`src/rtl/mips_ctrl_pkg.sv`:
```
// Shared constants for the multicycle MIPS control unit: opcodes, ALU op
// encodings, FSM state enumeration and trap cause.
package mips_ctrl_pkg;

    localparam int unsigned OP_RTYPE    = 0;
    localparam int unsigned OP_J        = 2;
    localparam int unsigned OP_BEQ      = 4;
    localparam int unsigned OP_BNE      = 5;
    localparam int unsigned OP_ADDI     = 8;
    localparam int unsigned OP_ADDIU    = 9;
    localparam int unsigned OP_ANDI     = 12;
    localparam int unsigned OP_ORI      = 13;
    localparam int unsigned OP_XORI     = 14;
    localparam int unsigned OP_SPECIAL2 = 28;
    localparam int unsigned OP_LW       = 35;
    localparam int unsigned OP_SW       = 43;

    localparam logic [2:0] ALU_ADD   = 3'b000;
    localparam logic [2:0] ALU_SUB   = 3'b001;
    localparam logic [2:0] ALU_FUNCT = 3'b010;
    localparam logic [2:0] ALU_AND   = 3'b100;
    localparam logic [2:0] ALU_OR    = 3'b101;
    localparam logic [2:0] ALU_XOR   = 3'b110;

    localparam int unsigned WAIT_W = 8;

    typedef enum logic [3:0] {
        S_FETCH  = 4'd0,
        S_DECODE = 4'd1,
        S_MEMADR = 4'd2,
        S_MEMRD  = 4'd3,
        S_MEMWB  = 4'd4,
        S_MEMWR  = 4'd5,
        S_EXEC_R = 4'd6,
        S_ALUWB  = 4'd7,
        S_EXEC_I = 4'd8,
        S_IWB    = 4'd9,
        S_BRANCH = 4'd10,
        S_JUMP   = 4'd11,
        S_TRAP   = 4'd12
    } state_e;

    typedef enum logic {
        CAUSE_ILLEGAL = 1'b0,
        CAUSE_TIMEOUT = 1'b1
    } trap_cause_e;

endpackage

```
`src/rtl/mem_wait_timer.sv`:
```
// Counts cycles of an unanswered memory request; flags the cycle in which the
// count would reach the limit.
module mem_wait_timer
    import mips_ctrl_pkg::*;
#(
    parameter int unsigned W = WAIT_W
) (
    input  logic         clk,
    input  logic         rst,
    input  logic         clr,
    input  logic         inc,
    input  logic [W-1:0] limit,
    output logic         expired
);

    logic [W-1:0] count_q;
    logic [W-1:0] count_d;

    always_comb begin
        count_d = count_q;
        if (clr) begin
            count_d = '0;
        end else if (inc) begin
            count_d = count_q + W'(1);
        end
    end

    always_ff @(posedge clk) begin
        if (rst) begin
            count_q <= '0;
        end else begin
            count_q <= count_d;
        end
    end

    // inc already excludes an ack cycle, so a same-cycle ack always wins.
    assign expired = inc && ((count_q + W'(1)) == limit);

endmodule

```
`src/rtl/multicycle_controller.sv`:
```
// Multicycle MIPS control FSM: Moore outputs decoded from state, with the
// instruction/PC load strobes qualified by mem_ack during FETCH.
module multicycle_controller
    import mips_ctrl_pkg::*;
#(
    parameter int unsigned OPW      = 6,
    parameter int unsigned ALUOPW   = 3,
    parameter int unsigned MAX_WAIT = 15
) (
    input  logic              clk,
    input  logic              rst,
    input  logic [OPW-1:0]    opcode,
    input  logic              mem_ack,
    input  logic              stall,
    output logic              mem_req,
    output logic              iord,
    output logic              ir_we,
    output logic              pc_we,
    output logic              sel1,
    output logic              sel2,
    output logic              sel3,
    output logic              we,
    output logic              we3,
    output logic              mrd,
    output logic              bre,
    output logic              brn,
    output logic              j,
    output logic              ofs,
    output logic [ALUOPW-1:0] op,
    output logic              instr_done,
    output logic              illegal,
    output logic              timeout
);

    state_e      state_q, state_d;
    trap_cause_e cause_q, cause_d;
    logic        boot_q;
    logic        fetch_busy_q, fetch_busy_d;
    logic        fetch_req;
    logic        wait_clr;
    logic        wait_inc;
    logic        wait_expired;

    function automatic logic [2:0] imm_alu_op(input logic [OPW-1:0] opc);
        case (opc)
            OPW'(OP_ANDI): return ALU_AND;
            OPW'(OP_ORI):  return ALU_OR;
            OPW'(OP_XORI): return ALU_XOR;
            default:       return ALU_ADD;
        endcase
    endfunction

    // The cycle after reset stays idle; once a fetch is outstanding stall no longer holds it off.
    assign fetch_req = !boot_q && (!stall || fetch_busy_q);
    assign wait_inc  = mem_req && !mem_ack;

    mem_wait_timer #(.W(WAIT_W)) u_wait (
        .clk     (clk),
        .rst     (rst),
        .clr     (wait_clr),
        .inc     (wait_inc),
        .limit   (WAIT_W'(MAX_WAIT)),
        .expired (wait_expired)
    );

    always_ff @(posedge clk) begin
        if (rst) begin
            state_q      <= S_FETCH;
            cause_q      <= CAUSE_ILLEGAL;
            fetch_busy_q <= 1'b0;
            boot_q       <= 1'b1;
        end else begin
            state_q      <= state_d;
            cause_q      <= cause_d;
            fetch_busy_q <= fetch_busy_d;
            boot_q       <= 1'b0;
        end
    end

    always_comb begin
        state_d      = state_q;
        cause_d      = cause_q;
        fetch_busy_d = 1'b0;
        case (state_q)
            S_FETCH: begin
                if (fetch_req) begin
                    if (mem_ack) begin
                        state_d = S_DECODE;
                    end else if (wait_expired) begin
                        state_d = S_TRAP;
                        cause_d = CAUSE_TIMEOUT;
                    end else begin
                        fetch_busy_d = 1'b1;
                    end
                end
            end
            S_DECODE: begin
                case (opcode)
                    OPW'(OP_RTYPE), OPW'(OP_SPECIAL2): state_d = S_EXEC_R;
                    OPW'(OP_ADDI), OPW'(OP_ADDIU), OPW'(OP_ANDI),
                    OPW'(OP_ORI), OPW'(OP_XORI):       state_d = S_EXEC_I;
                    OPW'(OP_LW), OPW'(OP_SW):          state_d = S_MEMADR;
                    OPW'(OP_BEQ), OPW'(OP_BNE):        state_d = S_BRANCH;
                    OPW'(OP_J):                        state_d = S_JUMP;
                    default: begin
                        state_d = S_TRAP;
                        cause_d = CAUSE_ILLEGAL;
                    end
                endcase
            end
            S_MEMADR: state_d = (opcode == OPW'(OP_SW)) ? S_MEMWR : S_MEMRD;
            S_MEMRD, S_MEMWR: begin
                if (mem_ack) begin
                    state_d = (state_q == S_MEMRD) ? S_MEMWB : S_FETCH;
                end else if (wait_expired) begin
                    state_d = S_TRAP;
                    cause_d = CAUSE_TIMEOUT;
                end
            end
            S_EXEC_R: state_d = S_ALUWB;
            S_EXEC_I: state_d = S_IWB;
            default:  state_d = S_FETCH;
        endcase
        wait_clr = (state_d != state_q) && (state_d inside {S_FETCH, S_MEMRD, S_MEMWR});
    end

    always_comb begin
        mem_req    = 1'b0;
        iord       = 1'b0;
        ir_we      = 1'b0;
        pc_we      = 1'b0;
        sel1       = 1'b0;
        sel2       = 1'b0;
        sel3       = 1'b0;
        we         = 1'b0;
        we3        = 1'b0;
        mrd        = 1'b0;
        bre        = 1'b0;
        brn        = 1'b0;
        j          = 1'b0;
        ofs        = 1'b0;
        op         = '0;
        instr_done = 1'b0;
        illegal    = 1'b0;
        timeout    = 1'b0;
        case (state_q)
            S_FETCH: begin
                if (fetch_req) begin
                    mem_req = 1'b1;
                    mrd     = 1'b1;
                    ir_we   = mem_ack;
                    pc_we   = mem_ack;
                end
            end
            S_MEMADR: begin
                sel1 = 1'b1;
                op   = ALUOPW'(ALU_ADD);
            end
            S_MEMRD: begin
                mem_req = 1'b1;
                mrd     = 1'b1;
                iord    = 1'b1;
            end
            S_MEMWB: begin
                we3        = 1'b1;
                sel2       = 1'b1;
                instr_done = 1'b1;
            end
            S_MEMWR: begin
                mem_req    = 1'b1;
                we         = 1'b1;
                iord       = 1'b1;
                instr_done = mem_ack;
            end
            S_EXEC_R: op = ALUOPW'(ALU_FUNCT);
            S_ALUWB: begin
                we3        = 1'b1;
                sel3       = 1'b1;
                op         = ALUOPW'(ALU_FUNCT);
                instr_done = 1'b1;
            end
            S_EXEC_I, S_IWB: begin
                sel1       = 1'b1;
                op         = ALUOPW'(imm_alu_op(opcode));
                ofs        = (opcode == OPW'(OP_ADDI));
                we3        = (state_q == S_IWB);
                instr_done = (state_q == S_IWB);
            end
            S_BRANCH: begin
                op         = ALUOPW'(ALU_SUB);
                bre        = (opcode == OPW'(OP_BEQ));
                brn        = (opcode == OPW'(OP_BNE));
                instr_done = 1'b1;
            end
            S_JUMP: begin
                j          = 1'b1;
                instr_done = 1'b1;
            end
            S_TRAP: begin
                illegal = (cause_q == CAUSE_ILLEGAL);
                timeout = (cause_q == CAUSE_TIMEOUT);
            end
            default: ;
        endcase
    end

endmodule

```
`config.mk`:
```
export PLATFORM = sky130hd
export DESIGN_NAME = multicycle_controller
export DESIGN_NICKNAME = d
export VERILOG_FILES = /design/src/rtl/mips_ctrl_pkg.sv /design/src/rtl/mem_wait_timer.sv /design/src/rtl/multicycle_controller.sv
export SDC_FILE = /design/constraint.sdc
export NUM_CORES = 1
export LEC_CHECK = 0
export BUFFER_PORTS_ARGS = -buffer_cell sky130_fd_sc_hd__buf_4
export CORE_UTILIZATION = 40
export CTS_CLUSTER_DIAMETER = 40
export DETAILED_ROUTE_END_ITERATION = 16
export GPL_TIMING_DRIVEN = 0
export PLACE_DENSITY = 0.66
export REMOVE_ABC_BUFFERS = 1
export SLEW_MARGIN = 20
export SYNTH_ARGS = -nofsm -noshare
export SYNTH_HDL_FRONTEND = slang
export SYNTH_SLANG_ARGS = --single-unit
```
`constraint.sdc`:
```
create_clock -name clk -period 4.8 [get_ports clk]
set_input_delay 0.96 -clock clk [delete_from_list [all_inputs] [get_ports clk]]
set_output_delay 0.96 -clock clk [all_outputs]
set_load 0.05 [all_outputs]
```
* Word-level counts from Yosys, hierarchy flattened
Index checks and enable logic that the tools add are counted.
Storage, ports and cells: output and inout bits 20, flip-flop bits (word level) 15, logic and storage cells 100, bits of input ports 10
Cells by class: bitwise operators 3, reductions and logical operators 27, $add $sub $neg 1, equality and inequality tests 29, muxes and demuxes 35
Operators with widths (count):
- == test 6 x 4 -> 1 bit (second input constant) | 5
- one-hot mux 4 bit (6 select lines) | 1
- == test 4 x 3 -> 1 bit (second input constant) | 5
- == test 4 bit (second input constant) | 5
- 2-to-1 mux 1 bit | 20
- one-hot mux 4 bit (5 select lines) | 1
- one-hot mux 3 bit (3 select lines) | 2
- 2-to-1 mux 4 bit | 4
- OR reduction 2 bit | 8
- == test 4 x 2 -> 1 bit (second input constant) | 3
- == test 6 x 3 -> 1 bit (second input constant) | 2
- == test 6 bit (second input constant) | 2
- OR reduction 12 bit | 1
- adder 8 x 1 -> 8 bit (second input constant) | 1
- == test 8 x 4 -> 1 bit (second input constant) | 1
- zero test 4 bit | 2
- OR reduction 4 bit | 2
- == test 6 x 2 -> 1 bit (second input constant) | 1
- == test 6 x 5 -> 1 bit (second input constant) | 1
- zero test 6 bit | 1
- 2-to-1 mux 3 bit | 2
- one-hot mux 1 bit (2 select lines) | 3
- one-hot mux 1 bit (3 select lines) | 2
- nonzero test 3 bit | 2
- 10 further kinds | 18

* Logic depth before layout (Yosys ltp)
Gate-level depths: netlist of run 1.
depth in word-level cells 15, mapped depth 8, depth with buffers taken out 8

* By module
From an unflattened synthesis of run 1, not the netlist that was laid out.
Unflattened totals: cells, all modules 200, area, all modules 1510.2 sq um
Modules (own cells, without submodules):
- multicycle_controller | seq. area each 140.1 sq um, instances 1, cells an instance 131, area an instance 933.4 sq um
- mem_wait_timer | seq. area each 160.2 sq um, instances 1, cells an instance 69, area an instance 576.8 sq um

* Worst setup path after synthesis of run 1
Ideal clock, no wire load.
kind input -> output, start point in opcode[3], end point out bre, required time 3.840 ns, path buffers 1, stages 5, path slack 1.161 ns, arrival time 2.679 ns, cell sequence clkbuf_1 nor2_1 nand2_1 or3_1 nor3_1
On the way: cells in the longest elaborated chain, start to end 2
RTL lines:
- start: declaration | line multicycle_controller.sv:12 | input logic [OPW-1:0] opcode,
- == test 6 x 3 -> 1 bit | line multicycle_controller.sv:191 | bre = (opcode == OPW'(OP_BEQ));
- 2-to-1 mux 1 bit | line multicycle_controller.sv:146 | case (state_q)
- end: declaration | line multicycle_controller.sv:25 | output logic bre,
No other way between the ends.

* Worst setup path in the final report of run 1
start point reg state_q[2], end point out we
On the way: cells in the longest elaborated chain, start to end 2
RTL lines:
- start: declaration | line multicycle_controller.sv:35 | state_e state_q, state_d;
- start signal: assignment | line multicycle_controller.sv:73 | state_q <= state_d;
- == test 4 x 3 -> 1 bit | line multicycle_controller.sv:146
- 2-to-1 mux 1 bit | line multicycle_controller.sv:146
- end: declaration | line multicycle_controller.sv:22 | output logic we,
No other way between the ends.

==> flow_summary.html, run 1 <==
<table>
<tr><th>Metric</th><th>Value</th></tr>
<tr><th colspan="2">Run status</th></tr>
<tr><td>Run status</td><td>complete, no violations</td></tr>
<tr><th colspan="2">Critical path</th></tr>
<tr><td>Ordered cell list for the critical path</td><td>nand2b_1 -&gt; nor3b_1 -&gt; buf_4</td></tr>
<tr><td>Class of the most critical setup path</td><td>flop to output port</td></tr>
<tr><td>Worst Setup End Kind</td><td>output port</td></tr>
<tr><td>Setup crit start kind</td><td>flop</td></tr>
<tr><td>Standard cell with the maximum stage delay on the critical path</td><td>sky130_fd_sc_hd__dfxtp_1</td></tr>
<tr><td>R2R setup slack</td><td>1.87 ns</td></tr>
<tr><td>Required arrival time at the worst endpoint</td><td>3.84 ns</td></tr>
<tr><td>Critical path fanouts, max</td><td>19</td></tr>
<tr><td>Arrival time worst endpoint</td><td>2.16 ns</td></tr>
<tr><td>Stage delay of the slowest cell on the critical path</td><td>0.70 ns</td></tr>
<tr><th colspan="2">Global routing</th></tr>
<tr><td>Global-route wire length before repair</td><td>5.04 mm</td></tr>
<tr><td>Aggregate global routing overflow</td><td>0</td></tr>
<tr><td>Antenna violations before repair</td><td>0</td></tr>
<tr><td>Global-route usage over all layers</td><td>17.9%</td></tr>
<tr><td>Vias in the first global route</td><td>1139</td></tr>
<tr><td>Pin count of the biggest net entering global routing</td><td>20</td></tr>
<tr><th colspan="2">Yosys</th></tr>
<tr><td>Mapped cell area</td><td>1410 um2</td></tr>
<tr><td>Flip-flop and latch count after synthesis</td><td>15</td></tr>
<tr><td>Number of instances in the synthesized netlist</td><td>189</td></tr>
<tr><td>EDFF count, synth</td><td>0</td></tr>
<tr><td>Top post-synthesis cells by count</td><td>sky130_fd_sc_hd__nor2_1, sky130_fd_sc_hd__a21oi_1, sky130_fd_sc_hd__dfxtp_1</td></tr>
<tr><td>Post-synth top area share</td><td>21.4%</td></tr>
<tr><td>Per-instance average area after synthesis</td><td>7.44 um2</td></tr>
<tr><td>Largest cells by area after synthesis</td><td>sky130_fd_sc_hd__dfxtp_1, sky130_fd_sc_hd__a21oi_1, sky130_fd_sc_hd__nor2_1, sky130_fd_sc_hd__nand2b_1, sky130_fd_sc_hd__clkbuf_1</td></tr>
<tr><td>Count of synthesis-stage warnings from yosys</td><td>0</td></tr>
<tr><td>Leading cell type by number of instances after synthesis</td><td>sky130_fd_sc_hd__nor2_1</td></tr>
<tr><td>Share of flip-flops with an asynchronous set or reset</td><td>0%</td></tr>
<tr><td>Biggest area consumer among synthesized cells</td><td>sky130_fd_sc_hd__dfxtp_1</td></tr>
<tr><td>Number of distinct library cells after synthesis</td><td>53</td></tr>
<tr><td>Seq/Total Area, Yosys</td><td>21.4%</td></tr>
<tr><td>Most common flop cell mapped by yosys</td><td>sky130_fd_sc_hd__dfxtp_1</td></tr>
<tr><th colspan="2">Drt</th></tr>
<tr><td>First-iteration detailed-routing DRC count</td><td>68</td></tr>
<tr><td>Routed vias/inst</td><td>5.42</td></tr>
<tr><td>Total number of vias</td><td>1376</td></tr>
<tr><td>Number of nets with antenna violations after routing</td><td>0</td></tr>
<tr><td>Wire length per cell</td><td>12.9 um</td></tr>
<tr><td>Number of detailed-routing iterations run before antenna repair</td><td>5</td></tr>
<tr><td>DRC errors left</td><td>0</td></tr>
<tr><td>Drt total wl</td><td>3.28 mm</td></tr>
<tr><th colspan="2">Layout</th></tr>
<tr><td>Antenna diodes</td><td>0</td></tr>
<tr><td>Layout cells sized above 1</td><td>19.2%</td></tr>
<tr><td>Number of nets in the layout</td><td>221</td></tr>
<tr><td>Area of the multi-input gates</td><td>1030 um2</td></tr>
<tr><td>FF/Latch Area</td><td>300 um2</td></tr>
<tr><td>Synth-to-Final Area Change</td><td>16.9%</td></tr>
<tr><td>Filler cell count in the final layout</td><td>359</td></tr>
<tr><th colspan="2">STA</th></tr>
<tr><td>Clock skew</td><td>0.00237 ns</td></tr>
<tr><td>Setup violations, final</td><td>0</td></tr>
<tr><td>Worst slew pin tran</td><td>0.685 ns</td></tr>
<tr><td>Portion of the clock cycle consumed by the worst path in the final layout</td><td>65.0%</td></tr>
<tr><td>Clock period minus final worst setup slack</td><td>3.12 ns</td></tr>
<tr><td>Number of slew-limit violations in the final report</td><td>0</td></tr>
<tr><td>Unrepaired setup endpoints after global routing</td><td>false</td></tr>
<tr><td>Hold violation total from the final report</td><td>0</td></tr>
<tr><td>Total negative slack</td><td>0 ns</td></tr>
<tr><td>Worst setup slack after layout</td><td>1.68 ns</td></tr>
<tr><td>Worst slew margin</td><td>54.0%</td></tr>
<tr><td>Highest achievable clock rate</td><td>0.321 GHz</td></tr>
<tr><th colspan="2">Clocking</th></tr>
<tr><td>Maximum level of the CTS H-tree</td><td>1</td></tr>
<tr><td>TritonCTS clock tree</td><td>yes</td></tr>
<tr><td>Number of hold buffers added after CTS</td><td>0</td></tr>
<tr><td>Post-cts resize count</td><td>0</td></tr>
<tr><td>Later-pin clock latency in the skew report</td><td>0.28 ns</td></tr>
<tr><td>Cts bufs inserted</td><td>3</td></tr>
<tr><td>Max clock buf depth</td><td>2</td></tr>
<tr><td>Number of sinks on the clock net</td><td>15</td></tr>
<tr><td>Post-CTS repair timing setup buffer count</td><td>0</td></tr>
<tr><td>Buffer type at the clock tree root</td><td>sky130_fd_sc_hd__clkbuf_4</td></tr>
<tr><td>Clock transition time at the flip-flop clock pins of the worst setup and hold paths</td><td>0.09 ns</td></tr>
<tr><th colspan="2">Die</th></tr>
<tr><td>Row Count</td><td>21</td></tr>
<tr><td>Placeable core area</td><td>3360 um2</td></tr>
<tr><td>Floorplan die area</td><td>3760 um2</td></tr>
<tr><td>Height of the die</td><td>61.3 um</td></tr>
<tr><td>Chip Width</td><td>61.3 um</td></tr>
<tr><td>Starting density of the core</td><td>41.8%</td></tr>
<tr><td>Number of primary I/O pins</td><td>30</td></tr>
<tr><th colspan="2">Placement</th></tr>
<tr><td>RePlAce Congestion</td><td>0.847</td></tr>
<tr><td>Detailed placement HPWL</td><td>2.40 mm</td></tr>
<tr><td>Port Buffers</td><td>29</td></tr>
<tr><td>Worst Setup Slack post-DPL</td><td>1.41 ns</td></tr>
<tr><th colspan="2">Pwr</th></tr>
<tr><td>Max rail drop VDD</td><td>0.157 mV</td></tr>
<tr><td>Logic gate share of total power</td><td>31.3%</td></tr>
<tr><td>Switching share of power</td><td>35.7%</td></tr>
<tr><td>LEAKAGE</td><td>0.000578 uW</td></tr>
<tr><td>Power per standard cell area</td><td>187 nW/um2</td></tr>
<tr><td>Fraction of power consumed by sequential logic</td><td>44.9%</td></tr>
<tr><td>Internal power component</td><td>197 uW</td></tr>
<tr><td>Relative contribution of the clock network to total power</td><td>23.8%</td></tr>
<tr><td>Switching power</td><td>109 uW</td></tr>
<tr><th colspan="2">Run</th></tr>
<tr><td>Number of maximum-capacitance constraint violations</td><td>0</td></tr>
<tr><th colspan="2">Worst hold path</th></tr>
<tr><td>Path category of the worst min-delay check</td><td>flop to flop</td></tr>
</table>
## flip-flops by register name (all words and copies together) (netlist names)
signal / flops
cause_q: 1
u_wait.count_q: 8
fetch_busy_q: 1
state_q: 4
boot_q: 1
## path summary, 6_finish.rpt
kind / start / end / cells past startpoint
setup reg to reg: u_wait.count_q[0] / u_wait.count_q[0] / 8
hold reg to reg: cause_q / cause_q / 2
setup / recovery: state_q[2] / we / 3
hold / removal: cause_q / cause_q / 2
## metal layers
metal	vias up	GRT usage, %	routed length [um]
li1	737	-	-
met1	614	24.4	1640
met2	23	28.7	1510
met3	2	4.41	117
met4	0	3.90	17
met5	-	0	0
## placed cells by master (no fill, tap or decap), types with 3 or more instances in the layout
cell and count:
sky130_fd_sc_hd__xnor2_1 5, sky130_fd_sc_hd__buf_4 29, sky130_fd_sc_hd__nor3_1 6, sky130_fd_sc_hd__clkbuf_4 3, sky130_fd_sc_hd__dfxtp_1 15, sky130_fd_sc_hd__nand3_1 8, sky130_fd_sc_hd__nor2_1 25, sky130_fd_sc_hd__nand2_1 10
sky130_fd_sc_hd__nand2b_1 11, sky130_fd_sc_hd__a21oi_1 21, sky130_fd_sc_hd__or3_1 4, sky130_fd_sc_hd__o21ai_0 6, sky130_fd_sc_hd__nor2b_1 5, sky130_fd_sc_hd__xor2_1 4, sky130_fd_sc_hd__nor4b_1 3
## worst max-delay path, delay by kind of cell (launching register included)
family / cells / cell delay [ns]
DFF: 1 / 0.70
buffers and inverters: 1 / 0.30
and+or+nand+nor: 2 / 0.88
## metrics by stage
| step | total power, uW | utilization (%) | cell area [um2] | hold WS, ns | cells |
|---|---|---|---|---|---|
| after floorplan | 205 | - | 1340 | 0.491 | 175 |
| after global placement | 236 | 48.1 | 1620 | 0.538 | 250 |
| after detailed placement | 236 | 48.1 | 1620 | 0.543 | 250 |
| after CTS | 309 | 48.9 | 1640 | 0.556 | 254 |
| after global routing | 326 | 48.9 | 1640 | 0.596 | 254 |
| final | 307 | 48.9 | 1640 | 0.558 | 254 |
## kinds of logic after synthesis
group / Yosys count / share of synthesized area, %
adders and majority gates: 2 / 1.78
and+or+nand+nor: 94 / 38.7
xor gates and xnor gates: 9 / 5.60
buffers and inverters: 16 / 5.07
AOI/OAI and AO/OA: 53 / 27.5
DFF: 15 / 21.4
## power by group through the flow
stage                     combinational (uW)  sequential, uW  clock [uW]
final                                   96.0             138        73.1
after global routing                     104             139        83.0
after CTS                               96.3             138        74.8
after detailed placement                96.0             140           0
after global placement                  95.6             140           0
after floorplan                         66.5             138           0
## layout make-up
type	count	share of cell area, %
Inverter	2	0.457
Multi-Input combinational cell	158	62.9
Clock buffer	4	1.60
Tap cell	46	3.50
Timing Repair Buffer	29	13.2
Sequential cell	15	18.3
Note: power is estimated with default switching activity, not from simulation.
==> run 2, diff against run 1 <==
Settings changed: PLACE_DENSITY 0.66 to 0.68.
Clock period 4.8 ns to 2.63 ns, I/O delays scaled along.
==> flow_summary.html, run 2 (same netlist as run 1, synthesis figures left out) <==
<table>
<tr><th>Metric</th><th>Value</th></tr>
<tr><th colspan="2">Layout</th></tr>
<tr><td>Most used cells in the layout excluding fill and tap cells</td><td>sky130_fd_sc_hd__buf_4, sky130_fd_sc_hd__nor2_1, sky130_fd_sc_hd__a21oi_1</td></tr>
<tr><td>Synth-to-Final Area Change</td><td>31.5%</td></tr>
<tr><td>Antenna diodes</td><td>0 (unchanged)</td></tr>
<tr><td>Filler cell count in the final layout</td><td>333 (-7.2%)</td></tr>
<tr><td>Area of the multi-input gates</td><td>1110 um2 (+7.6%)</td></tr>
<tr><td>Finished Layout Cells</td><td>268 (+5.5%)</td></tr>
<tr><td>Number of nets in the layout</td><td>235 (+6.3%)</td></tr>
<tr><td>Largest registers</td><td>u_wait.count_q: 8 flops, state_q: 4 flops</td></tr>
<tr><td>Register with the most flip-flops</td><td>u_wait.count_q</td></tr>
<tr><td>Layout cells sized above 1</td><td>31.5% (+12 points)</td></tr>
<tr><td>FF/Latch Area</td><td>320 um2 (+6.7%)</td></tr>
<tr><td>Most common cell after layout, fill and taps aside</td><td>sky130_fd_sc_hd__buf_4</td></tr>
<tr><td>Number of flip-flops in the largest register</td><td>8 (unchanged)</td></tr>
<tr><th colspan="2">Clocking</th></tr>
<tr><td>Clock transition time at the flip-flop clock pins of the worst setup and hold paths</td><td>0.09 ns (about the same)</td></tr>
<tr><td>Cts bufs inserted</td><td>3 (unchanged)</td></tr>
<tr><td>Number of sinks on the clock net</td><td>15 (unchanged)</td></tr>
<tr><td>Max clock buf depth</td><td>2 (unchanged)</td></tr>
<tr><td>TritonCTS clock tree</td><td>yes</td></tr>
<tr><td>Buffer type at the clock tree root</td><td>sky130_fd_sc_hd__clkbuf_4</td></tr>
<tr><td>Maximum level of the CTS H-tree</td><td>1 (unchanged)</td></tr>
<tr><td>Later-pin clock latency in the skew report</td><td>0.29 ns (about the same)</td></tr>
<tr><td>Number of hold buffers added after CTS</td><td>0 (unchanged)</td></tr>
<tr><th colspan="2">Critical path</th></tr>
<tr><td>Ordered cell list for the critical path</td><td>or4_4 -&gt; o32ai_4 -&gt; nor4b_4 -&gt; buf_4 -&gt; a211o_1 -&gt; and3b_2 -&gt; o311ai_4 -&gt; a221oi_2</td></tr>
<tr><td>Launch point of the critical path</td><td>state_q[1]</td></tr>
<tr><td>Stage delay of the slowest cell on the critical path</td><td>0.58 ns (-0.12 ns)</td></tr>
<tr><td>Worst Setup End Kind</td><td>flop</td></tr>
<tr><td>Class of the most critical setup path</td><td>flop to flop</td></tr>
<tr><td>Startpoint of the lowest-slack register-to-register path</td><td>state_q[1]</td></tr>
<tr><td>Critical path fanouts, max</td><td>8 (-11)</td></tr>
<tr><td>Arrival time worst endpoint</td><td>2.75 ns (+0.59 ns)</td></tr>
<tr><td>Setup crit start kind</td><td>flop</td></tr>
<tr><td>Standard cell with the maximum stage delay on the critical path</td><td>sky130_fd_sc_hd__or4_4</td></tr>
<tr><td>Required arrival time at the worst endpoint</td><td>2.83 ns (-1.01 ns)</td></tr>
<tr><th colspan="2">Die</th></tr>
<tr><td>Floorplan die area</td><td>3760 um2 (unchanged)</td></tr>
<tr><td>Number of primary I/O pins</td><td>30 (unchanged)</td></tr>
<tr><td>Starting density of the core</td><td>41.8% (unchanged)</td></tr>
<tr><td>Placeable core area</td><td>3360 um2 (unchanged)</td></tr>
<tr><td>Chip Width</td><td>61.3 um (unchanged)</td></tr>
<tr><td>Row Count</td><td>21 (unchanged)</td></tr>
<tr><td>Height of the die</td><td>61.3 um (unchanged)</td></tr>
<tr><th colspan="2">Pwr</th></tr>
<tr><td>Relative contribution of the clock network to total power</td><td>23.1% (-0.7 points)</td></tr>
<tr><td>Logic gate share of total power</td><td>34.4% (+3.1 points)</td></tr>
<tr><td>Internal power component</td><td>372 uW (+88%)</td></tr>
<tr><td>Post-layout power</td><td>584 uW (+90%)</td></tr>
<tr><td>Switching power</td><td>212 uW (+94%)</td></tr>
<tr><td>Fraction of power consumed by sequential logic</td><td>42.5% (-2.4 points)</td></tr>
<tr><td>Max rail drop VDD</td><td>0.290 mV (+85%)</td></tr>
<tr><td>Power per standard cell area</td><td>316 nW/um2 (+69%)</td></tr>
<tr><td>Switching share of power</td><td>36.3% (+0.64 points)</td></tr>
<tr><td>LEAKAGE</td><td>0.000669 uW (+16%)</td></tr>
<tr><th colspan="2">Drt</th></tr>
<tr><td>Drt total wl</td><td>3.69 mm (+13%)</td></tr>
<tr><td>Number of detailed-routing iterations run before antenna repair</td><td>4 (-1)</td></tr>
<tr><td>Wire length per cell</td><td>13.8 um (+6.7%)</td></tr>
<tr><td>Total number of vias</td><td>1526 (+11%)</td></tr>
<tr><td>DRC errors left</td><td>0 (unchanged)</td></tr>
<tr><td>First-iteration detailed-routing DRC count</td><td>128 (+88%)</td></tr>
<tr><td>Routed vias/inst</td><td>5.69 (+5.1%)</td></tr>
<tr><td>Number of nets with antenna violations after routing</td><td>0 (unchanged)</td></tr>
<tr><th colspan="2">STA</th></tr>
<tr><td>Setup violations, final</td><td>0 (unchanged)</td></tr>
<tr><td>Portion of the clock cycle consumed by the worst path in the final layout</td><td>96.6%</td></tr>
<tr><td>Hold violation total from the final report</td><td>0 (unchanged)</td></tr>
<tr><td>Clock skew</td><td>0.00507 ns (+0.00270 ns)</td></tr>
<tr><td>Clock period minus final worst setup slack</td><td>2.54 ns</td></tr>
<tr><td>Number of slew-limit violations in the final report</td><td>0 (unchanged)</td></tr>
<tr><td>Worst slew pin tran</td><td>0.692 ns (+0.00681 ns)</td></tr>
<tr><td>Highest achievable clock rate</td><td>0.393 GHz</td></tr>
<tr><td>Worst slew margin</td><td>53.3% (-0.78 points)</td></tr>
<tr><th colspan="2">Global routing</th></tr>
<tr><td>Aggregate global routing overflow</td><td>0 (unchanged)</td></tr>
<tr><td>Global-route usage over all layers</td><td>19.6% (+1.6 points)</td></tr>
<tr><td>Antenna violations before repair</td><td>0 (unchanged)</td></tr>
<tr><td>Pin count of the biggest net entering global routing</td><td>20 (unchanged)</td></tr>
<tr><td>Vias in the first global route</td><td>1207 (+6.0%)</td></tr>
<tr><td>Global-route wire length before repair</td><td>5.51 mm (+9.5%)</td></tr>
<tr><th colspan="2">Placement</th></tr>
<tr><td>Detailed placement HPWL</td><td>2.47 mm (+2.6%)</td></tr>
<tr><td>Port Buffers</td><td>29 (unchanged)</td></tr>
<tr><td>RePlAce Congestion</td><td>0.862 (+1.8%)</td></tr>
<tr><td># placed instances</td><td>250 (unchanged)</td></tr>
<tr><th colspan="2">Run</th></tr>
<tr><td>Number of maximum-capacitance constraint violations</td><td>0 (unchanged)</td></tr>
<tr><th colspan="2">Run status</th></tr>
<tr><td>Run status</td><td>complete, no violations</td></tr>
<tr><th colspan="2">Worst hold path</th></tr>
<tr><td>Source of the worst hold timing path</td><td>rst</td></tr>
<tr><td>Path category of the worst min-delay check</td><td>input port to flop</td></tr>
</table>
run 2: cell type report:
cell class / count / share of cell area [%]
clock buffer: 3 / 1.22
clock inverter: 1 / 0.271
inverter: 2 / 0.406
multi-input combinational: 158 / 60.2
sequential: 15 / 17.3
tap: 46 / 3.11
timing repair buffer: 43 / 17.5
run 2: power groups by stage:
stage	Clock, uW	Sequential, uW	Combinational (uW)
2_1_floorplan	0	253	121
3_3_place_gp	0	257	175
3_5_place_dp	0	257	176
4_1_cts	140	253	179
5_1_grt	151	250	218
6_report	134	248	201
run 2: what timing repair did:
action | 4_1_cts | 5_1_grt
resized for setup | 15 | 10
pin swaps | 2 | 5
hold endpoints to repair | 0 | 0
endpoints found under the setup margin | 11 | 9
buffers inserted | 3 | 11
run 2: path summary, 6_finish.rpt:
check             slack (ns)                 to  depth (start not counted)
setup reg to reg        0.09  u_wait.count_q[1]                          8
hold / removal          0.40             boot_q                          1
setup / recovery        0.09  u_wait.count_q[1]                          8
hold reg to reg         0.56            cause_q                          2
run 2: per-stage QoR:
stage / TNS (ns) / setup WS (ns) / cell area (um2) / hold WS [ns] / util [%]
2_1_floorplan: -1.41 / -0.250 / 1340 / 0.491 / -
3_3_place_gp: -2.10 / -0.269 / 1620 / 0.512 / 48.1
3_5_place_dp: -2.45 / -0.315 / 1620 / 0.511 / 48.1
4_1_cts: 0 / 0.0255 / 1730 / 0.388 / 51.3
5_1_grt: -0.0210 / -0.0210 / 1850 / 0.384 / 55.0
6_report: 0 / 0.0884 / 1850 / 0.398 / 55.0
run 2: critical path, delay by kind of cell (launching register included):
family | cells | cell delay (ns)
buf+inv | 1 | 0.18
flops | 1 | 0.38
simple gates | 3 | 1.04
compound gates | 4 | 0.85
run 2: routing by layer:
metal  part of all wire, %  global-route usage [%]  vias up
li1                      -                       -      765
met1                    48                    30.1      710
met2                    46                    28.6       48
met3                   6.0                    1.89        3
met4                  0.68                    5.84        0
met5                     0                       0        -
